<file path="config.mk">
export PLATFORM = sky130hd
export DESIGN_NAME = pe_op_scheduler
export DESIGN_NICKNAME = d
export VERILOG_FILES = /design/src/rtl/pe_sched_pkg.sv /design/src/rtl/pe_sched_fifo.sv /design/src/rtl/pe_op_scheduler.sv
export SDC_FILE = /design/constraint.sdc
export NUM_CORES = 1
export LEC_CHECK = 0
export CAP_MARGIN = 20
export CORE_ASPECT_RATIO = 1.75
export CORE_MARGIN = 5
export CORE_UTILIZATION = 35
export CTS_CLUSTER_SIZE = 30
export DETAILED_ROUTE_END_ITERATION = 6
export GPL_ROUTABILITY_DRIVEN = 1
export SYNTH_ARGS = -nofsm -noshare
export SYNTH_HDL_FRONTEND = slang
export SYNTH_SLANG_ARGS = --single-unit
</file>
<file path="constraint.sdc">
create_clock -name clk -period 2.8 [get_ports clk]
set_clock_uncertainty 0.1 [all_clocks]
set_input_delay 0.56 -clock clk [delete_from_list [all_inputs] [get_ports clk]]
set_output_delay 0.56 -clock clk [all_outputs]
set_load 0.03 [all_outputs]
</file>
<file path="src/rtl/pe_sched_pkg.sv">
// Shared constants for the PE operation scheduler: opcodes, FSM state
// encoding and the instruction width.
package pe_sched_pkg;

  localparam int unsigned INSTR_W = 32;

  localparam logic [3:0] OP_MAC  = 4'h1;
  localparam logic [3:0] OP_ACT  = 4'h2;
  localparam logic [3:0] OP_NORM = 4'h3;
  localparam logic [3:0] OP_MEM  = 4'h4;

  typedef enum logic [2:0] {
    S_IDLE  = 3'd0,
    S_ISSUE = 3'd1,
    S_HOLD  = 3'd2,
    S_MEM   = 3'd3,
    S_DONE  = 3'd4
  } sched_state_e;

  // Opcode field of an instruction word.
  function automatic logic [3:0] instr_opcode(input logic [INSTR_W-1:0] instr);
    return instr[INSTR_W-1 -: 4];
  endfunction

endpackage

</file>
<file path="src/rtl/pe_sched_fifo.sv">
// Synchronous instruction FIFO for the scheduler. Read data is presented
// combinationally from the head entry; a push while full is taken only when
// a pop happens in the same cycle, so the occupancy never exceeds DEPTH.
module pe_sched_fifo #(
  parameter int unsigned WIDTH = 33,
  parameter int unsigned DEPTH = 4
) (
  input  logic             clk,
  input  logic             rst,
  input  logic             push_i,
  input  logic [WIDTH-1:0] push_data_i,
  input  logic             pop_i,
  output logic [WIDTH-1:0] pop_data_o,
  output logic             full_o,
  output logic             empty_o
);

  localparam int unsigned AW = (DEPTH > 1) ? $clog2(DEPTH) : 1;

  logic [WIDTH-1:0] mem [DEPTH];
  logic [AW-1:0]    wr_ptr;
  logic [AW-1:0]    rd_ptr;
  logic [AW:0]      count;
  logic             wr_en;
  logic             rd_en;

  // Pointers wrap explicitly so non-power-of-two depths also work.
  function automatic logic [AW-1:0] ptr_inc(input logic [AW-1:0] p);
    return (p == AW'(DEPTH - 1)) ? '0 : p + AW'(1);
  endfunction

  assign rd_en      = pop_i && !empty_o;
  assign wr_en      = push_i && (!full_o || rd_en);
  assign full_o     = (count == (AW + 1)'(DEPTH));
  assign empty_o    = (count == '0);
  assign pop_data_o = mem[rd_ptr];

  // Pointer and occupancy bookkeeping.
  always_ff @(posedge clk) begin
    if (rst) begin
      wr_ptr <= '0;
      rd_ptr <= '0;
      count  <= '0;
    end else begin
      if (wr_en) wr_ptr <= ptr_inc(wr_ptr);
      if (rd_en) rd_ptr <= ptr_inc(rd_ptr);
      case ({wr_en, rd_en})
        2'b10:   count <= count + (AW + 1)'(1);
        2'b01:   count <= count - (AW + 1)'(1);
        default: count <= count;
      endcase
    end
  end

  // Storage array; contents need no reset because occupancy guards reads.
  always_ff @(posedge clk) begin
    if (wr_en) mem[wr_ptr] <= push_data_i;
  end

endmodule

</file>
<file path="src/rtl/pe_op_scheduler.sv">
// PE operation scheduler: round-robin arbitration of NUM_REQ instruction
// requesters into a FIFO, then one-at-a-time issue to pe_top with per-opcode
// hold latency, memory-ack wait with timeout, and tagged completion pulses.
// Optional performance counters are compiled in with PE_SCHED_PERF_CNT_EN.
//
// Handshake rule for every valid/ready pair here: a transfer happens on a
// rising clock edge where valid and ready are both 1. req_ready_o is a
// combinational grant, one-hot or zero, and never depends on it being taken.
module pe_op_scheduler
  import pe_sched_pkg::*;
#(
  parameter int unsigned NUM_REQ     = 2,
  parameter int unsigned FIFO_DEPTH  = 4,
  parameter int unsigned MAC_LAT     = 2,
  parameter int unsigned ACT_LAT     = 1,
  parameter int unsigned NORM_LAT    = 3,
  parameter int unsigned MEM_TIMEOUT = 255,
  localparam int unsigned TAG_W      = (NUM_REQ > 1) ? $clog2(NUM_REQ) : 1
) (
  input  logic                       clk,
  input  logic                       rst,
  input  logic [NUM_REQ-1:0]         req_valid_i,
  output logic [NUM_REQ-1:0]         req_ready_o,
  input  logic [NUM_REQ*INSTR_W-1:0] req_instr_i,
  output logic                       pe_valid_o,
  output logic [INSTR_W-1:0]         pe_instr_o,
  input  logic                       pe_ready_i,
  input  logic                       mem_ack_i,
  output logic                       done_valid_o,
  output logic [TAG_W-1:0]           done_tag_o,
  output logic                       done_err_o,
  output logic                       busy_o,
  output logic [2:0]                 dbg_state_o
`ifdef PE_SCHED_PERF_CNT_EN
  ,
  input  logic                       perf_clr_i,
  output logic [31:0]                perf_busy_cycles_o,
  output logic [31:0]                perf_ops_o,
  output logic [15:0]                perf_err_o
`endif
);

  localparam int unsigned ENT_W = TAG_W + INSTR_W;

  // The shared counter must reach both the largest hold count and the
  // memory timeout value.
  localparam int unsigned LAT_MAX_A = (MAC_LAT > ACT_LAT) ? MAC_LAT : ACT_LAT;
  localparam int unsigned LAT_MAX   = (LAT_MAX_A > NORM_LAT) ? LAT_MAX_A : NORM_LAT;
  localparam int unsigned CNT_MAX   = (LAT_MAX > MEM_TIMEOUT) ? LAT_MAX : MEM_TIMEOUT;
  localparam int unsigned CNT_W     = (CNT_MAX > 0) ? $clog2(CNT_MAX + 1) : 1;

  sched_state_e state, state_n;
  logic [CNT_W-1:0]   cnt, cnt_n;
  logic               err_q, err_n;

  logic [TAG_W-1:0]   rr_ptr;
  logic               grant_vld;
  logic [TAG_W-1:0]   grant_idx;
  logic [TAG_W-1:0]   cand;
  logic [INSTR_W-1:0] grant_instr;
  logic [INSTR_W-1:0] req_instr_a [NUM_REQ];

  logic               fifo_full;
  logic               fifo_empty;
  logic               fifo_pop;
  logic [ENT_W-1:0]   fifo_dout;
  logic [TAG_W-1:0]   fifo_tag;
  logic [INSTR_W-1:0] fifo_instr;

  logic [TAG_W-1:0]   issue_tag;
  logic [INSTR_W-1:0] issue_instr;

  // Hold count loaded on PE acceptance: latency minus one, latency 0 acts as 1.
  function automatic logic [CNT_W-1:0] hold_init(input logic [3:0] op);
    int unsigned lat;
    case (op)
      OP_MAC:  lat = MAC_LAT;
      OP_ACT:  lat = ACT_LAT;
      default: lat = NORM_LAT;
    endcase
    if (lat == 0) lat = 1;
    return CNT_W'(lat - 1);
  endfunction

  for (genvar g = 0; g < NUM_REQ; g++) begin : g_unpack
    assign req_instr_a[g] = req_instr_i[g*INSTR_W +: INSTR_W];
  end

  // Round-robin grant: first valid requester at or after rr_ptr, only when
  // the FIFO has room.
  always_comb begin
    grant_vld   = 1'b0;
    grant_idx   = '0;
    grant_instr = '0;
    cand        = '0;
    req_ready_o = '0;
    if (!fifo_full) begin
      for (int unsigned i = 0; i < NUM_REQ; i++) begin
        cand = TAG_W'((32'(rr_ptr) + i) % NUM_REQ);
        if (!grant_vld && req_valid_i[cand]) begin
          grant_vld   = 1'b1;
          grant_idx   = cand;
          grant_instr = req_instr_a[cand];
        end
      end
    end
    if (grant_vld) req_ready_o[grant_idx] = 1'b1;
  end

  // Round-robin pointer advances past the requester that just transferred.
  always_ff @(posedge clk) begin
    if (rst) begin
      rr_ptr <= '0;
    end else if (grant_vld) begin
      rr_ptr <= (grant_idx == TAG_W'(NUM_REQ - 1)) ? '0 : grant_idx + TAG_W'(1);
    end
  end

  pe_sched_fifo #(
    .WIDTH (ENT_W),
    .DEPTH (FIFO_DEPTH)
  ) u_fifo (
    .clk         (clk),
    .rst         (rst),
    .push_i      (grant_vld),
    .push_data_i ({grant_idx, grant_instr}),
    .pop_i       (fifo_pop),
    .pop_data_o  (fifo_dout),
    .full_o      (fifo_full),
    .empty_o     (fifo_empty)
  );

  assign {fifo_tag, fifo_instr} = fifo_dout;

  // FSM state, shared latency/timeout counter and completion error flag.
  always_ff @(posedge clk) begin
    if (rst) begin
      state <= S_IDLE;
      cnt   <= '0;
      err_q <= 1'b0;
    end else begin
      state <= state_n;
      cnt   <= cnt_n;
      err_q <= err_n;
    end
  end

  // Issue register: captured on pop, held through IDLE/DONE so pe_instr_o
  // only changes when a new op is dequeued.
  always_ff @(posedge clk) begin
    if (rst) begin
      issue_tag   <= '0;
      issue_instr <= '0;
    end else if (fifo_pop) begin
      issue_tag   <= fifo_tag;
      issue_instr <= fifo_instr;
    end
  end

  // Next-state and PE/completion strobes.
  always_comb begin
    state_n      = state;
    cnt_n        = cnt;
    err_n        = err_q;
    fifo_pop     = 1'b0;
    pe_valid_o   = 1'b0;
    done_valid_o = 1'b0;
    case (state)
      S_IDLE: begin
        if (!fifo_empty) begin
          fifo_pop = 1'b1;
          state_n  = S_ISSUE;
        end
      end
      S_ISSUE: begin
        pe_valid_o = 1'b1;
        if (pe_ready_i) begin
          err_n = 1'b0;
          if (instr_opcode(issue_instr) == OP_MEM) begin
            state_n = S_MEM;
            cnt_n   = '0;
          end else begin
            state_n = S_HOLD;
            cnt_n   = hold_init(instr_opcode(issue_instr));
          end
        end
      end
      S_HOLD: begin
        pe_valid_o = 1'b1;
        if (cnt == '0) state_n = S_DONE;
        else           cnt_n   = cnt - CNT_W'(1);
      end
      S_MEM: begin
        pe_valid_o = 1'b1;
        if (mem_ack_i) begin
          state_n = S_DONE;
          err_n   = 1'b0;
        end else if (cnt == CNT_W'(MEM_TIMEOUT)) begin
          state_n = S_DONE;
          err_n   = 1'b1;
        end else begin
          cnt_n = cnt + CNT_W'(1);
        end
      end
      S_DONE: begin
        done_valid_o = 1'b1;
        state_n      = S_IDLE;
      end
      default: state_n = S_IDLE;
    endcase
  end

  assign pe_instr_o  = issue_instr;
  assign done_tag_o  = (state == S_DONE) ? issue_tag : '0;
  assign done_err_o  = (state == S_DONE) && err_q;
  assign busy_o      = !fifo_empty || (state != S_IDLE);
  assign dbg_state_o = state;

`ifdef PE_SCHED_PERF_CNT_EN
  logic in_busy_state;
  assign in_busy_state = (state == S_ISSUE) || (state == S_HOLD) || (state == S_MEM);

  // Saturating performance counters; a clear request beats any increment.
  always_ff @(posedge clk) begin
    if (rst || perf_clr_i) begin
      perf_busy_cycles_o <= '0;
      perf_ops_o         <= '0;
      perf_err_o         <= '0;
    end else begin
      if (in_busy_state && (perf_busy_cycles_o != '1))
        perf_busy_cycles_o <= perf_busy_cycles_o + 32'd1;
      if (done_valid_o && (perf_ops_o != '1))
        perf_ops_o <= perf_ops_o + 32'd1;
      if (done_err_o && (perf_err_o != '1))
        perf_err_o <= perf_err_o + 16'd1;
    end
  end
`endif

endmodule
</file>
==> results of run 1 <==
per-stage QoR:
stage / total power, mW / setup slack (ns) / cells / TNS, ns / hold slack [ns]
after floorplan: 6.672 / 0.01274 / 580 / 0 / 0.3321
after global placement: 7.927 / 0.07017 / 980 / 0 / 0.3430
after detailed placement: 8.081 / -0.1064 / 980 / -0.1064 / 0.3455
after CTS: 10.42 / 0.05581 / 1012 / 0 / 0.3548
after global routing: 10.89 / 0.005745 / 1012 / 0 / 0.3658
final: 10.29 / 0.09821 / 1012 / 0 / 0.3549
synthesized netlist by cell type, types with 2 or more instances:
library cell	instances	share of area (%)
dfxtp_1	53	14
and3_1	3	0.24
o21ai_0	5	0.32
ha_1	15	2.4
nor2_1	61	2.9
nand4_1	3	0.24
a22oi_1	32	3.1
a211o_1	2	0.22
a21oi_1	44	2.8
nor3_1	5	0.32
buf_2	7	0.45
clkbuf_1	24	1.2
a311oi_1	2	0.22
xor2_1	4	0.45
nand3_1	3	0.19
mux4_2	33	9.5
a21boi_1	2	0.19
inv_1	10	0.48
fa_1	2	0.51
o211ai_4	2	0.54
edfxtp_1	132	51
nor2b_1	8	0.64
nand2_1	74	3.5
nand2b_1	3	0.24
a211oi_2	3	0.48
and2_1	5	0.40
nand3b_1	6	0.57
a211oi_1	3	0.29
buf_4	3	0.29
o21ai_1	5	0.32
mux2i_1	2	0.26
or4_4	2	0.29
placed cells by master, fill, tap and decap left out, drive strengths merged, types with 15 or more instances in the layout:
cell | Yosys | routed
a21oi | 44 | 44
dfxtp | 53 | 53
a22oi | 32 | 32
mux4 | 33 | 33
buf | 12 | 32
clkbuf | 24 | 19
inv | 11 | 19
clkdlybuf4s50 | 0 | 108
edfxtp | 132 | 132
nor2 | 61 | 61
ha | 15 | 15
nand2 | 74 | 74
final timing paths:
path,cells past startpoint,from,end
worst max-delay path,8,dbg_state_o[2],u_fifo.count[2]
worst min-delay path,2,pe_instr_o[26],pe_instr_o[26]
worst max register to register,8,dbg_state_o[2],u_fifo.count[2]
worst min register to register,2,pe_instr_o[26],pe_instr_o[26]
worst max-delay path, stage by stage, from the launching register on:
cell and delay, ns:
dfxtp_4 0.38, or4_2 0.69, clkinv_2 0.08, ha_1 0.19, inv_1 0.07, fa_1 0.45
xor2_1 0.18, or3_1 0.32, a21oi_1 0.16
layout make-up:
type                    count  share of cell area (%)
flip-flops and latches    185                   50.19
multi-input cells         347                   26.27
repair buffers            140                   13.52
clock buffers              19                   4.627
well taps                 296                   3.692
clock inverters            13                   1.247
inverters                  12                  0.4615
metal layers:
metal	vias to the layer above	GRT usage, %	part of all wire [%]
met5	-	0	0
met4	0	6.348	2.5
met3	21	2.011	2.5
met2	112	29.55	59
met1	2587	15.14	36
li1	2413	-	-
power breakdown:
part,switching (mW),internal [mW],total (mW)
registers,0.340,3.80,4.14
logic,2.23,1.59,3.82
clock network,1.07,1.26,2.33
state kept, by name, indices dropped and copies added, names as in the netlist:
signal	cells
cnt	8
dbg_state_o	3
err_q	1
issue_tag	1
pe_instr_o	32
rr_ptr	1
u_fifo.count	3
u_fifo.mem	132
u_fifo.rd_ptr	2
u_fifo.wr_ptr	2
kinds of logic (layout without fill, tap and decap cells):
group           Yosys count  in the layout  synth area share (%)
mux                      36             36                 9.887
flops                   185            185                 64.14
fa+ha+maj                17             17                 2.907
buf+inv                  48            184                 2.667
xor+xnor                  5              5                0.5590
simple gates            179            179                 10.27
compound gates          110            110                 9.567
==> qor.yml, run 1 <==
status:
  status: "finished clean"
cells_and_area:
  final_util_pct: 45.45
  drive_above_1_share_pct: 17.18
  fin_nets: 790
  area_growth_pct: 28.06
  fillers: 1971
  num_antenna_cells: 0
  final_area_um2: 10030
  ff_latch_area_um2: 5035
  multi_input_area_um2: 2635
setup_path:
  required_ns: 3.05
  worst-setup-path-type: "flop to flop"
  r2r_setup_slack_ns: 0.1
  startpoint_type: "flop"
  arrival_ns: 2.96
  path_max_fanout: 12
  worstSetupEndpointType: "flop"
pwr:
  power_density_nw_per_um2: 1026
  power.leakage_nw: 3.488
  vdd_drop_max_uv: 455.2
placement:
  place_area_um2: 9442
  gp_congestion: 0.8074
  hpwl_um: 12730
  port_buffers: 111
routing:
  dr.pass1.iters: 4
  via_per_inst: 5.072
  ant_nets: 0
  drc: 0
  wire_per_inst_um: 18.12
  via_count: 5133
  drt_wl_total_um: 18330
  dr.first_iter.drc_count: 342
clock_tree:
  cts_buffers: 17
  cts_tree: "done"
  insertion_delay_ns: 0.42
  root_buffer: "clkbuf_16"
  cts_resized: 0
  htreeDepth: 4
  hold_buffers: 0
  cts_sinks: 185
  cts_buffer_depth: 2
  path_clk_slew_ns: 0.07
  cts_setup_buffers: 0
synth:
  synth-seq-cells: 185
  synth_cells: 580
  yosysSeqAreaShare_pct: 64.14
  syn_area_um2: 7834
  ys_warn_count: 0
  synthFlopType: "edfxtp_1"
  synth_edf_count: 132
  ys_types: 54
  async_reset_ff_share_pct: 0
  synth_area_per_cell_um2: 13.51
  synth_nets: 667
global_routing:
  grt_pass1_wl_um: 29260
  grt_max_degree: 37
  grt_overflow: 0
  grt_pass1_vias: 5617
  grtUsageTotal_pct: 15.00
  antenna_found_initial: 0
timing:
  clock.fmax_mhz: 370.1
  hold_viol: 0
  rsz0062_at_grt: "no"
  relSlewSlack_pct: 51.48
  tightest_slew_ns: 0.7263
  setup_violations: 0
  period_share_pct: 96.49
  slew_violations: 0
  min_period_ns: 2.702
die:
  coreArea_um2: 22070
  die_area_um2: 25590
  die_w_um: 123.1
  die_h_um: 207.9
  ioPinCount: 112
  fp-row-count: 72
  start_util_pct: 35.49
run:
  drv_cap: 0
min_path:
  hp-class: "flop to flop"
(Power assumes the default switching activity.)
==> inputs of run 2 (changes only) <==
==> constraint.sdc (replaced) <==
create_clock -name clk -period 2.6 [get_ports clk]
set_clock_uncertainty 0.1 [all_clocks]
set_input_delay 0.52 -clock clk [delete_from_list [all_inputs] [get_ports clk]]
set_output_delay 0.52 -clock clk [all_outputs]
set_load 0.03 [all_outputs]
==> run 2 against run 1 <==
Global-route usage is 0.10 points lower. Critical path depth decreased by 4. First-iteration DRC count down 18%. Power increased by 9.0%. Via count fell by 0.29%. Sequential cell count is the same. Worst setup slack better by 0.051 ns. Routed wire length fell by 0.26%. Clock-buffer cell count unchanged. Combinational power up 8.9%. Utilization rose by 0.20 points. Register-to-register slack gained 0.11 ns. Largest power group unchanged. Highest routed layer unchanged.
==> qor.yml, run 2 (synthesis gave the netlist of run 1 again) <==
clock_tree:
  cts_tree: "done"
  path_clk_slew_ns: 0.07  # about the same
  htreeDepth: 4  # unchanged
  hold_buffers: 0  # unchanged
  cts_setup_buffers: 0  # unchanged
  cts_sinks: 185  # unchanged
  root_buffer: "clkbuf_16"
  cts_buffer_depth: 2  # unchanged
  insertion_delay_ns: 0.43  # about the same
  cts_buffers: 17  # unchanged
placement:
  hpwl_um: 12390  # -2.7%
  pre_cts_slack_ns: 0.03607  # +0.1425 ns
  gp_congestion: 0.7808  # -3.3%
  port_buffers: 111  # unchanged
timing:
  relSlewSlack_pct: 56.23  # +4.7 points
  tightest_slew_ns: 0.6566  # -0.06969 ns
  fin_tns_setup_ns: 0  # unchanged
  setup_violations: 0  # unchanged
  slew_violations: 0  # unchanged
  period_share_pct: 94.24
  clock.fmax_mhz: 408.1
  hold_viol: 0  # unchanged
  rsz0062_at_grt: "no"
  finalWorstSetupSlack_ns: 0.1497  # +0.05145 ns
  min_period_ns: 2.450
setup_path:
  worstSetupEndpointType: "primary output"
  cpPeakStageDelay_ns: 0.60  # -0.09 ns
  required_ns: 1.98  # -1.07 ns
  path_delay_family: "buffers and inverters"
  arrival_ns: 1.83  # -1.13 ns
  path_cells: "buf_4 > nor2_1 > nor2_1 > clkdlybuf4s50_1"
  cp_common_cell: "nor2_1"
  startpoint_type: "flop"
  worst-setup-path-type: "flop to primary output"
  r2r_end: "u_fifo.count[2]"
  path_buf_inv: 2  # unchanged
  r2r_setup_slack_ns: 0.21  # +0.11 ns
  r2r_cells: 9  # +1
  cp_slowest_cell: "clkdlybuf4s50_1"
  path_max_fanout: 9  # -3
  r2r_start: "dbg_state_o[0]"
routing:
  ant_nets: 0  # unchanged
  via_count: 5118  # -0.29%
  dr.first_iter.drc_count: 279  # -18%
  dr.pass1.iters: 7  # +3
  wire_per_inst_um: 18.16  # +0.24%
  drt_wl_total_um: 18290  # -0.26%
  drc: 0  # unchanged
  via_per_inst: 5.082  # +0.20%
min_path:
  whs_path_depth: 2  # unchanged
  hp-class: "flop to flop"
  hp-start: "pe_instr_o[24]"
  holdPathEnd: "pe_instr_o[24]"
global_routing:
  use_met1_pct: 16.01  # +0.87 points
  grt_max_degree: 37  # unchanged
  grt_overflow: 0  # unchanged
  grt_pass1_wl_um: 29100  # -0.52%
  gr-usage-met3_pct: 2.500  # +0.49 points
  grt.busiest_layer: "met2"
  antenna_found_initial: 0  # unchanged
  grtUsageTotal_pct: 14.89  # -0.10 points
  grt_pass1_vias: 5584  # -0.59%
  met2_usage_pct: 28.04  # -1.5 points
pwr:
  internal_power_mw: 7.278  # +9.6%
  power_density_nw_per_um2: 1113  # +8.5%
  pwr-share-comb_pct: 37.1  # about the same
  switching_power_mw: 3.933  # +7.8%
  swShare_pct: 35.08  # -0.37 points
  vdd_drop_max_uv: 516.0  # +13%
  power.leakage_nw: 3.495  # +0.22%
  clock_power_share_pct: 22.8  # +0.2 points
  power_frac_seq_pct: 40.1  # about the same
run:
  drv_cap: 0  # unchanged
cells_and_area:
  layout_common_cells: "edfxtp_1, clkdlybuf4s50_1, nand2_1, nor2_1, dfxtp_1"
  fillers: 1969  # -0.10%
  num_antenna_cells: 0  # unchanged
  fin_nets: 785  # -0.63%
  largest_reg_flops: 132  # unchanged
  regMostFlops: "u_fifo.mem"
  area_growth_pct: 28.64
  final_common_cell: "edfxtp_1"
  drive_above_1_share_pct: 17.16  # -0.020 points
die:
  die_area_um2: 25590  # unchanged
  ioPinCount: 112  # unchanged
  coreArea_um2: 22070  # unchanged
  die_w_um: 123.1  # unchanged
  start_util_pct: 35.49  # unchanged
  fp-row-count: 72  # unchanged
  die_h_um: 207.9  # unchanged
status:
  status: "finished clean"
[run 2: cell count changes in the layout (fill, tap and decap cells not counted), moves of 2 or more]
cell	delta
buf_12	+4
buf_4	-9
clkdlybuf4s50_1	-4
clkinvlp_4	+2
dlygate4sd2_1	+3
inv_8	-2
[run 2: how the worst max path moves through the flow]
stage,depth (start not counted),start,slack [ns],endpoint
after global routing,4,u_fifo.count[2],0.03,req_ready_o[0]
after global placement,10,req_valid_i[0],0.12,u_fifo.count[2]
after detailed placement,10,req_valid_i[0],0.04,u_fifo.count[2]
after CTS,4,dbg_state_o[0],0.01,busy_o
final,4,dbg_state_o[0],0.15,pe_valid_o
after floorplan,11,dbg_state_o[2],0.02,u_fifo.count[2]
[run 2: area by class of cell]
type | instances | area [um^2] | share of cell area [%]
clock inverter | 13 | 128.9 | 1.279
timing repair buffer | 135 | 1368 | 13.57
sequential | 185 | 5034 | 49.95
tap | 296 | 370.4 | 3.675
inverter | 12 | 50.05 | 0.4966
clock buffer | 19 | 464.2 | 4.606
multi-input combinational | 347 | 2663 | 26.42
[run 2: power groups by stage]
stage	Clock, mW	Sequential, mW	Combinational (mW)
2_1_floorplan	0	4.83	2.40
3_3_place_gp	0	4.50	4.12
3_5_place_dp	0	4.56	4.23
4_1_cts	2.61	4.51	4.24
5_1_grt	2.73	4.58	4.53
6_report	2.55	4.50	4.16
[run 2: repair_timing]
action	CTS	global route
setup endpoints to repair	4	4
pin swaps	0	0
resized for setup	4	3
[run 2: metal layers]
layer  part of all wire, %  vias up
met1                    36     2551
met4                   2.1        0
met5                     0        -
met3                   3.5       25
met2                    58      129
li1                      -     2413
[run 2: worst reg2reg max path, delay by kind of cell (launching register included)]
kind	cells	cell delay (ns)
AO/OA/AOI/OAI	1	0.12
XOR/XNOR	1	0.15
adder cells (fa/ha/maj)	2	0.46
buffers and inverters	3	0.29
flip-flops	1	0.32
AND/OR/NAND/NOR	2	0.87
[run 2: stage by stage]
step                instance area (um^2)  utilization (%)  std cells  hold WS (ns)  power (mW)
detailed placement                  9475            42.93        975        0.3482       8.791
CTS                                10070            45.62       1007        0.3577       11.36
global route                       10080            45.66       1007        0.3752       11.84
global placement                    9475            42.93        975        0.3455       8.623
finish                             10080            45.66       1007        0.3555       11.21
floorplan                           7896                -        580        0.3321       7.239
==> patch: new RTL, config.mk and constraints of run 1 <==
Add a define of `PE_SCHED_PERF_CNT_EN`.
--- a/src/rtl/pe_op_scheduler.sv
+++ b/src/rtl/pe_op_scheduler.sv
@@ -8,2 +8,4 @@
 // combinational grant, one-hot or zero, and never depends on it being taken.
+`define PE_SCHED_PERF_CNT_EN
+
 module pe_op_scheduler
Ports: changed (added perf_busy_cycles_o, perf_clr_i, perf_err_o and perf_ops_o); port bits go from 112 to 193. The function was not compared with the original's and may differ.
==> patch against run 1 <==
Utilization increased by 0.71 points. Hold slack got worse by 0.034 ns. Critical path type is now flop to primary output. Design area up 51%. Synthesized area rose by 48%. Wire length is 64% higher. Via count up 72%. Setup slack gained 0.048 ns. Total power up 29%. Combinational power rose by 10%. Sequential cell count is 80 higher. Non-clock buffer count rose by 93. Count of clock-buffer cells in the layout is 12 higher.
==> patch: results (changes against run 1) <==
post-CTS setup buffers - 0 (unchanged)
Post-DP HPWL - 21,090 um (was 12,730 um)
Synth Area in Compound Gates - 11.17% (was 9.567%)
CP max FO - 6 (was 12)
clock-pin slew on the worst setup and hold paths - 0.07 ns (about the same)
Root Driver - clkbuf_16 (unchanged)
Top FF cell, synth - dfxtp_1 (was edfxtp_1)
H-tree depth - 1 (was 4)
VDD IR-drop max - 689.7 uV (was 455.2 uV)
CTS Hold Buffers Added - 0 (unchanged)
largest register by flop count - u_fifo.mem (unchanged)
initial antenna violation count - 0 (unchanged)
CP peak stage delay - 0.70 ns
Max Buffers Root-to-Sink - 3 (was 2)
Slowest cell on crit path - clkdlybuf4s50_1 (was or4_2)
XOR/XNOR Fraction of Synth Area - 3.394% (was 0.5590%)
Post-Syn Nets - 1,135 (was 667)
multiplexer share of the synthesized area - 6.658% (was 9.887%)
total gr overflow - 0 (unchanged)
first-pass GRT wire length - 47,940 um (was 29,260 um)
status - completed (unchanged)
arrival time at the worst endpoint - 1.99 ns (was 2.96 ns)
synth cell count leaders - dfxtp_1, edfxtp_1, nand2_1 (was edfxtp_1, nand2_1, nor2_1)
Post-synth ARST share - 0% (unchanged)
HP Class - input port to flop (was flop to flop)
leakage power - 4.993 nW (was 3.488 nW)
DR pass1 iterations - 4 (unchanged)
# port buffers - 192 (was 111)
delay-heaviest family, CP - buffers and inverters (was simple AND/OR/NAND/NOR gates)
sequential area share after synthesis - 57.06% (was 64.14%)
Synth Area in Adders - 2.284% (was 2.907%)
unique cell type count in the Yosys netlist - 58 (was 54)
Final Wtd Congestion - 0.8868 (was 0.8074)
Post-synth EDFFs - 132 (unchanged)
Vias/cell - 5.292 (was 5.072)
TritonCTS Buffers - 26 (was 17)
main area contributors after synthesis - edfxtp_1, dfxtp_1, mux4_2, a21oi_1, nand2_1 (was edfxtp_1, dfxtp_1, mux4_2, nand2_1, a22oi_1)
number of flip-flops in the largest register - 132 (unchanged)
largest net degree at the start of global routing - 46 (was 37)
synth warn - 0 (unchanged)
Layout Nets - 1,339 (was 790)
fillcell total - 3,080 (was 1,971)
Tot GR Track Use - 16.02% (was 15.00%)
later-pin clock latency in the skew report - 0.53 ns (was 0.42 ns)
Psw - 4.361 mW (was 3.648 mW)
drt wl/cell - 18.00 um (was 18.12 um)
Gates resized, CTS repair - 4 (was 0)
Iter 0 DRT Violations - 483 (was 342)
Max transition margin - 49.25% (was 51.48%)
Ant. Diodes - 0 (unchanged)
layout cells sized above 1 - 12.07% (was 17.18%)
vias in the first global route - 8,961 (was 5,617)
[patch: path summary, 6_finish.rpt]
path / startpoint / end / slack [ns] / depth (start not counted)
setup / recovery: dbg_state_o[0] / pe_valid_o / 0.15 / 3
hold / removal: rst / perf_ops_o[30] / 0.32 / 3
setup reg to reg: dbg_state_o[0] / perf_busy_cycles_o[29] / 0.25 / 5
hold reg to reg: pe_instr_o[8] / pe_instr_o[8] / 0.36 / 2
[patch: routing by layer]
layer / track usage (%) / wire length [um] / vias to the layer above
met3: 2.254 / 1271 / 49
met5: 0 / 0 / -
li1: - / - / 4308
met2: 31.84 / 17000 / 183
met4: 5.092 / 807 / 0
met1: 17.06 / 11030 / 4313
[patch: logic make-up (layout without fill, tap and decap cells)]
family	count (synthesis)	after routing
AND/OR/NAND/NOR	381	381
XOR/XNOR	45	45
multiplexers	36	36
AO/OA/AOI/OAI	208	208
buffers and inverters	89	313
flip-flops	265	265
adder cells (fa/ha/maj)	20	20
[patch: power by group through the flow]
stage	sequential (mW)	clock [mW]	combinational [mW]
finish	5.29	3.80	4.22
global route	5.38	4.07	4.64
CTS	5.30	3.94	4.32
detailed placement	5.38	0	4.31
global placement	5.34	0	4.26
floorplan	5.65	0	2.40
[patch: layout make-up]
| cell class | count | area (sq um) | share of cell area [%] |
|---|---|---|---|
| sequential | 265 | 6631 | 43.63 |
| multi-input combinational | 690 | 4693 | 30.88 |
| timing repair buffer | 233 | 2316 | 15.24 |
| clock buffer | 31 | 700.7 | 4.610 |
| tap | 405 | 506.7 | 3.334 |
| clock inverter | 17 | 229.0 | 1.507 |
| inverter | 32 | 121.4 | 0.7985 |
[patch: worst min-delay path: cells and delay by family]
family,cells,cell delay (ns)
multiplexers,1,0.06
buffers and inverters,1,0.16
AND/OR/NAND/NOR,1,0.13
[patch: stage by stage]
stage	instance area [sq um]	setup WS, ns	cells
after floorplan	11620	-0.05216	1044
after global placement	14260	0.1629	1625
after detailed placement	14260	0.1046	1625
after CTS	15190	0.02213	1673
after global routing	15200	0.05093	1673
final	15200	0.1467	1673
